--- src/rtl/uart_pkg.sv ---
// Purpose: shared UART definitions (oversample rate, TX state encoding) for the TX and future RX blocks.
// Latency: n/a (types and constants only).
// Backpressure: n/a.
package uart_pkg;

    // Baud ticks per serial bit.
    localparam int OVERSAMPLE = 16;

    // PARITY is always encoded so TX and RX agree on state values, even when parity is not built in.
    typedef enum logic [2:0] {
        IDLE   = 3'd0,
        START  = 3'd1,
        DATA   = 3'd2,
        PARITY = 3'd3,
        STOP   = 3'd4
    } tx_state_t;

    // Sizes counters that have a minimum width.
    function automatic int max_int(input int a, input int b);
        return (a > b) ? a : b;
    endfunction

endpackage

--- src/rtl/uart_tx_drain_baud_gen.sv ---
// Purpose: runtime-programmable baud tick generator; one tick every dvsr+1 clk cycles.
// Latency: first tick dvsr+1 cycles after clr; a new dvsr is adopted at the next wrap or clr.
// Backpressure: none; free-running, resynchronised by clr.
module baud_gen #(
    parameter int DVSR_W = 11
) (
    input  logic              clk,
    input  logic              reset,
    input  logic              clr,
    input  logic [DVSR_W-1:0] dvsr,
    output logic              tick
);

    logic [DVSR_W-1:0] cnt_q, cnt_d;
    logic [DVSR_W-1:0] lim_q, lim_d;

    // The limit is held for a whole period so a divisor change never shortens or stretches a period.
    always_comb begin
        tick  = (cnt_q == lim_q);
        cnt_d = cnt_q + DVSR_W'(1);
        lim_d = lim_q;
        if (clr || tick) begin
            cnt_d = '0;
            lim_d = dvsr;
        end
    end

    // Counter and latched limit registers.
    always_ff @(posedge clk) begin
        if (reset) begin
            cnt_q <= '0;
            lim_q <= '0;
        end else begin
            cnt_q <= cnt_d;
            lim_q <= lim_d;
        end
    end

endmodule

--- src/rtl/uart_tx_drain.sv ---
// Purpose: UART transmitter draining a show-ahead FIFO; frames are start, data LSB first, [parity], stop.
// Latency: pop in cycle T0, start bit on tx from T0+1; idle-to-idle gap between frames is one cycle.
// Backpressure: pops only from IDLE when the FIFO is non-empty; never pops while a frame is in flight.
// Build option: define UART_TX_PARITY_EN to insert a parity bit (PARITY_ODD selects odd parity).
module uart_tx_drain
    import uart_pkg::*;
#(
    parameter int DATA_WIDTH = 8,
    parameter int SB_TICK    = 16,
    parameter int DVSR_W     = 11,
    parameter int PARITY_ODD = 0
) (
    input  logic                  clk,
    input  logic                  reset,
    input  logic [DVSR_W-1:0]     dvsr,
    input  logic                  empty,
    input  logic [DATA_WIDTH-1:0] r_data,
    output logic                  rd,
    output logic                  tx,
    output logic                  tx_busy,
    output logic                  tx_done
);

    // One tick counter serves all states; it must hold both 0..15 and 0..SB_TICK-1.
    localparam int S_W = max_int(4, $clog2(SB_TICK));
    localparam int N_W = max_int(1, $clog2(DATA_WIDTH));

    localparam logic [S_W-1:0] OS_LAST = S_W'(OVERSAMPLE - 1);
    localparam logic [S_W-1:0] SB_LAST = S_W'(SB_TICK - 1);
    localparam logic [N_W-1:0] N_LAST  = N_W'(DATA_WIDTH - 1);

    // Reject parameter values the frame logic cannot honour.
    if ((PARITY_ODD != 0) && (PARITY_ODD != 1)) begin : g_bad_parity_odd
        $error("uart_tx_drain: PARITY_ODD must be 0 or 1");
    end
    if (SB_TICK < 1) begin : g_bad_sb_tick
        $error("uart_tx_drain: SB_TICK must be at least 1");
    end

    tx_state_t             state_q, state_d;
    logic [S_W-1:0]        s_q, s_d;
    logic [N_W-1:0]        n_q, n_d;
    logic [DATA_WIDTH-1:0] shreg_q, shreg_d;
    logic                  tx_q, tx_d;
    logic                  pop;
    logic                  frame_end;
    logic                  tick;
`ifdef UART_TX_PARITY_EN
    // Parity is computed from the whole word at pop time, before shifting destroys it.
    logic                  par_q, par_d;
`endif

    // Baud counter is cleared on every pop so each frame starts on a full tick period.
    baud_gen #(
        .DVSR_W (DVSR_W)
    ) u_baud_gen (
        .clk   (clk),
        .reset (reset),
        .clr   (pop),
        .dvsr  (dvsr),
        .tick  (tick)
    );

    // Frame sequencer: pop in IDLE, then count OVERSAMPLE ticks per bit and SB_TICK ticks of stop.
    always_comb begin
        state_d   = state_q;
        s_d       = s_q;
        n_d       = n_q;
        shreg_d   = shreg_q;
        pop       = 1'b0;
        frame_end = 1'b0;
`ifdef UART_TX_PARITY_EN
        par_d     = par_q;
`endif
        case (state_q)
            IDLE: begin
                if (!empty) begin
                    pop     = 1'b1;
                    shreg_d = r_data;
                    s_d     = '0;
                    n_d     = '0;
                    state_d = START;
`ifdef UART_TX_PARITY_EN
                    par_d   = (^r_data) ^ (PARITY_ODD != 0);
`endif
                end
            end
            START: begin
                if (tick) begin
                    if (s_q == OS_LAST) begin
                        s_d     = '0;
                        n_d     = '0;
                        state_d = DATA;
                    end else begin
                        s_d = s_q + S_W'(1);
                    end
                end
            end
            DATA: begin
                if (tick) begin
                    if (s_q == OS_LAST) begin
                        s_d     = '0;
                        shreg_d = shreg_q >> 1;
                        if (n_q == N_LAST) begin
`ifdef UART_TX_PARITY_EN
                            state_d = PARITY;
`else
                            state_d = STOP;
`endif
                        end else begin
                            n_d = n_q + N_W'(1);
                        end
                    end else begin
                        s_d = s_q + S_W'(1);
                    end
                end
            end
`ifdef UART_TX_PARITY_EN
            PARITY: begin
                if (tick) begin
                    if (s_q == OS_LAST) begin
                        s_d     = '0;
                        state_d = STOP;
                    end else begin
                        s_d = s_q + S_W'(1);
                    end
                end
            end
`endif
            STOP: begin
                if (tick) begin
                    if (s_q == SB_LAST) begin
                        s_d       = '0;
                        frame_end = 1'b1;
                        state_d   = IDLE;
                    end else begin
                        s_d = s_q + S_W'(1);
                    end
                end
            end
            default: begin
                state_d = IDLE;
            end
        endcase
    end

    // Line level follows the state being entered, so the registered tx lines up with the state.
    always_comb begin
        case (state_d)
            START:   tx_d = 1'b0;
            DATA:    tx_d = shreg_d[0];
`ifdef UART_TX_PARITY_EN
            PARITY:  tx_d = par_d;
`endif
            default: tx_d = 1'b1;
        endcase
    end

    // State, counters, shift register and the registered line driver.
    always_ff @(posedge clk) begin
        if (reset) begin
            state_q <= IDLE;
            s_q     <= '0;
            n_q     <= '0;
            shreg_q <= '0;
            tx_q    <= 1'b1;
`ifdef UART_TX_PARITY_EN
            par_q   <= 1'b0;
`endif
        end else begin
            state_q <= state_d;
            s_q     <= s_d;
            n_q     <= n_d;
            shreg_q <= shreg_d;
            tx_q    <= tx_d;
`ifdef UART_TX_PARITY_EN
            par_q   <= par_d;
`endif
        end
    end

    // Strobes are masked during reset so an aborting reset never pops the FIFO or reports a frame.
    assign rd      = pop && !reset;
    assign tx_done = frame_end && !reset;
    assign tx_busy = !reset && ((state_q != IDLE) || pop);
    assign tx      = tx_q;

endmodule

--- config.mk ---
export PLATFORM = sky130hd
export DESIGN_NAME = uart_tx_drain
export DESIGN_NICKNAME = d
export VERILOG_FILES = /design/src/rtl/uart_pkg.sv /design/src/rtl/uart_tx_drain_baud_gen.sv /design/src/rtl/uart_tx_drain.sv
export SDC_FILE = /design/constraint.sdc
export NUM_CORES = 1
export LEC_CHECK = 0
export CAP_MARGIN = 20
export CORE_UTILIZATION = 50
export DETAILED_ROUTE_END_ITERATION = 10
export PLACE_DENSITY_LB_ADDON = 0.12
export SLEW_MARGIN = 20
export SYNTH_ARGS = -nofsm -noshare
export SYNTH_HDL_FRONTEND = slang
export SYNTH_SLANG_ARGS = --single-unit
--- constraint.sdc ---
create_clock -name clk -period 2.73 [get_ports clk]
set_input_delay 0.4095 -clock clk [delete_from_list [all_inputs] [get_ports clk]]
set_output_delay 0.4095 -clock clk [all_outputs]
set_load 0.03 [all_outputs]
# After elaboration in Yosys (flattened, before gate mapping)
# Index checks and enable logic that the tools add are counted.
[word_totals]
register_bits = 41
inputBits = 22
wordCells = 72
[op_classes]
addsub = 3
n_eq_ne = 15
muxes = 30
reduce_logical = 16
[op_table]
columns = ["operator", "n"]
rows = [
  ["$mux 3", 14],
  ["$mux 8", 3],
  ["$pmux 8 s2", 1],
  ["$mux 4", 3],
  ["$ne 2x2->1 const B", 6],
  ["$pmux 3 s4", 1],
  ["$add 11x1->11 const B", 1],
  ["$eq 11x11->1", 1],
  ["$pmux 3 s3", 1],
  ["$pmux 4 s2", 1],
  ["$reduce_and 7->1", 1],
  ["$eq 3x1->1 const B", 2],
  ["$eq 3x2->1 const B", 2],
  ["$eq 3x3->1 const B", 2],
  ["$reduce_bool 3->1", 2],
  ["$mux 1", 5],
  ["$add 4x1->4 const B", 1],
  ["$eq 4x4->1 const B", 1],
  ["$reduce_and 4->1", 1],
  ["$reduce_bool 2->1", 2],
  ["$add 3x1->3 const B", 1],
  ["$logic_and 1x1->1", 3],
  ["$logic_not 3->1", 1],
  ["$reduce_and 3->1", 1],
  ["other kinds (6)", 7],
]

# Logic depth before layout (Yosys ltp)
[depth]
ltp_word = 7
depth_mapped = 7
depth_no_buf = 6

# Modules after synthesis
# A second synthesis with hierarchy kept.
[unflattened]
cells_unflattened = 298
area_unflattened_um2 = 2432.3
[modules_own_cells]
columns = ["mod", "n_inst", "cells_per_inst", "area_each_um2", "seq_area_each_um2"]
rows = [
  ["baud_gen", 1, 177, 1413.9, 440.4],
  ["uart_tx_drain", 1, 121, 1018.5, 380.4],
]

# Worst setup path before layout
# Ideal clock, no wire load.
[synth_path]
path_kind = "register to output"
from = "register u_baud_gen.cnt_q[1]"
to = "output tx_done"
t_arrival_ps = 2173
t_required_ps = 2321
path_slack_ps = 148
stages_incl_launch_ff = 5
n_path_buf = 0
cell_sequence = "dfxtp_1 -> xnor2_1 -> nand4_1 -> or4_4 -> nor4_1"
[synth_between]
elab_chain_len = 4
[synth_lines]
columns = ["element", "line_no", "source"]
rows = [
  ["start: declaration", "uart_tx_drain_baud_gen.sv:14", "logic [DVSR_W-1:0] cnt_q, cnt_d;"],
  ["start signal: assignment", "uart_tx_drain_baud_gen.sv:34", "cnt_q <= cnt_d;"],
  ["$eq 11x11->1", "uart_tx_drain_baud_gen.sv:19", "tick = (cnt_q == lim_q);"],
  ["$mux 1", "uart_tx_drain.sv:131", "if (tick) begin"],
  ["$mux 1", "uart_tx_drain.sv:75", "case (state_q)"],
  ["$logic_and 1x1->1", "uart_tx_drain.sv:184", "assign tx_done = frame_end && !reset;"],
  ["end: declaration", "uart_tx_drain.sv:21", "output logic tx_done"],
]
# No other way between the ends.

# Worst setup path after layout
# Ends and elaborated chain as after synthesis.

==> flow_summary.json <==
{
  "clk-insertion-delay-late_ns": 0.30,
  "maximum_number_of_pins_on_one_net_before_global_route_repair": 16,
  "finalHoldViolCount": 0,
  "setup_repair_after_global_routing_missed_its_margin": "no",
  "clock_tree.buffer_depth": 2,
  "finalSetupTns_ns": 0,
  "tightestPinTransition_ns": 0.6889,
  "drive_gt1_share_pct": 12.00,
  "cts_made_buffers": 5,
  "globalplace.congestion": 0.7672,
  "critical_path.max_fanout": 6,
  "powerDensity_mw_per_mm2": 581.1,
  "vias_per_cell": 5.460,
  "clkTransAtPathRegs_ns": 0.08,
  "total_switching_power_mw": 0.3658,
  "postCtsSetupRepairBufs": 0,
  "finalInstanceArea_mm2": 0.002429,
  "arrival_ns": 2.13,
  "totalWireLength_um": 3953,
  "grt_antenna_before_repair": 0,
  "detail_route.iter0.violations": 72,
  "yosysUniqueCellTypes": 40,
  "setup.worst_path.end_class": "output port",
  "timing.critical_path.required_ns": 2.32,
  "crit_path_start_kind": "register",
  "cts_tree": "built",
  "design.portCount": 26,
  "leading_cell_type_in_the_layout_fill_and_taps_excluded": "dfxtp_1",
  "cts_sinks": 41,
  "gr-usage-all-layers_pct": 21.91,
  "hp-class": "register to register",
  "full_die_area_mm2": 0.004245,
  "diodes": 0,
  "post_synth_instance_area_mm2": 0.001994,
  "max_freq_mhz": 393.9,
  "synth-async-reset-ratio_pct": 0,
  "report.final.slew_viol_count": 0,
  "synth_seq_cells": 41,
  "most_frequently_used_flop_master_after_synthesis": "dfxtp_1",
  "most-common-layout-cells": "dfxtp_1, nor2_1, clkdlybuf4s50_1",
  "synthToLayoutAreaGrowth_pct": 21.77,
  "antenna_left": 0,
  "h-tree-depth": 2,
  "drt_pass1_iterations": 4,
  "buffer_ports.inserted": 25,
  "finalCritPeriodShare_pct": 93.00,
  "overall_overflow_remaining_after_global_route": 0,
  "drc_violation_count_after_routing": 0,
  "post_synth_inst_count": 221,
  "syn_nets": 247,
  "setup_viol_count_final": 0,
  "initial_core_util_pct": 53.28,
  "timing.max_cap.violations": 0,
  "clk_skew_ns": 0.007174,
  "outcome": "finished clean",
  "comb_power_share_pct": 16.5,
  "post_cts_resize_count": 0,
  "swShare_pct": 25.92,
  "total_vias_in_the_final_route": 1627,
  "global_route_wire_length_before_repair_um": 7010,
  "cts-hold-fix-buffers": 0,
  "chipHeight_um": 65.16,
  "nets": 275,
  "rows": 22,
  "detailed_place_hpwl_um": 2877,
  "design_power_total_mw": 1.411,
  "die_w_um": 65.16,
  "maxSlewHeadroom_pct": 54.02,
  "postSynthAreaPerCell_um2": 9.024,
  "routed_wire_length_per_instance_um": 13.27,
  "internal-power_mw": 1.045,
  "finalWorstPathRequiredPeriod_ns": 2.539,
  "worstHoldStart": "shreg_q[6]$_SDFFE_PP0P_",
  "sequentialPowerShare_pct": 47.4,
  "total_leakage_power_nw": 0.9236,
  "vdd_ir_drop_max_mv": 0.3915,
  "ys_warn_count": 0,
  "regToRegStartpoint": "u_baud_gen.cnt_q[1]$_SDFF_PP0_",
  "synth_seq_area_share_pct": 41.15,
  "cts.root.buffer_cell": "clkbuf_8",
  "core_area_mm2": 0.003744,
  "grt_pass1_vias": 1541,
  "worst_setup_path_startpoint": "u_baud_gen.cnt_q[1]$_SDFF_PP0_",
  "number_of_synthesized_flops_with_an_enable_pin": 0,
  "clkPwrFrac_pct": 36.1,
  "placedInstanceArea_mm2": 0.002306,
  "worst-setup-path-type": "register to output port"
}
-- state kept, by name, indices dropped and copies added (netlist names) --
name / count
n_q: 3
u_baud_gen.cnt_q: 11
tx: 1
s_q: 4
state_q: 3
u_baud_gen.lim_q: 11
shreg_q: 8
-- cell families after synthesis --
kind of cell	Yosys count	share of synthesized area, %
buf+inv	14	2.886
xor+xnor	21	9.222
mux	15	7.841
flops	41	41.15
compound gates	37	12.92
fa+ha+maj	4	2.510
simple gates	89	23.46
-- final timing paths --
check | to | slack, ns | cells after the start
setup reg to reg | shreg_q[2]$_SDFFE_PP0P_ | 0.51 | 6
hold / removal | shreg_q[6]$_SDFFE_PP0P_ | 0.49 | 2
setup / recovery | tx_done | 0.19 | 5
hold reg to reg | shreg_q[6]$_SDFFE_PP0P_ | 0.49 | 2
-- final cells by class --
type                    instances  area (µm²)
well taps                      48       60.06
repair buffers                 31       287.8
inverters                       4       15.01
flip-flops and latches         41       820.8
fillers                       334        1315
clock buffers                   6       82.58
clock inverters                 2       37.54
multi-input cells             166        1125
-- Yosys cell counts (3+ instances only) --
cell	count	area (µm²)
xnor2_1	13	113.9
o21ai_0	6	30.03
ha_1	4	50.05
nand3b_1	6	45.04
a21oi_1	13	65.06
dfxtp_1	41	820.8
nand2_1	9	33.78
nand4_1	6	37.54
clkbuf_1	7	26.28
a22oi_1	6	45.04
inv_1	4	15.01
or3_1	4	25.02
nor3_1	3	15.01
mux2i_1	13	130.1
xor2_1	8	70.07
nand3_1	10	50.05
and3_1	3	18.77
nor2_1	37	138.9
-- power groups by stage --
stage                     clock network, mW  logic [mW]  registers, mW
after global routing                  0.547       0.263          0.674
final                                 0.509       0.233          0.669
after floorplan                           0       0.166          0.671
after CTS                             0.520       0.233          0.669
after global placement                    0       0.228          0.683
after detailed placement                  0       0.232          0.684
-- critical path, cell delays in order (launching register included) --
cell	delay [ns]
dfxtp_1	0.46
xnor2_1	0.15
nand4_1	0.17
or4_4	0.62
nor4_1	0.22
buf_4	0.22
-- through the flow --
step / hold slack, ns / util, % / setup slack, ns / cells
floorplan: 0.4534 / - / 0.1477 / 221
global placement: 0.4715 / 61.60 / 0.3136 / 290
detailed placement: 0.4727 / 61.60 / 0.2842 / 290
CTS: 0.4862 / 64.81 / 0.1900 / 298
global route: 0.5121 / 64.87 / 0.08121 / 298
finish: 0.4900 / 64.87 / 0.1911 / 298
-- routing by layer --
| layer | GRT usage [%] | vias up | part of all wire, % |
|---|---|---|---|
| met2 | 36.46 | 26 | 48 |
| met3 | 4.688 | 7 | 3.0 |
| met1 | 27.09 | 755 | 48 |
| li1 | - | 839 | - |
| met4 | 9.783 | 0 | 1.8 |
| met5 | 0 | - | 0 |
(Power assumes the default switching activity.)
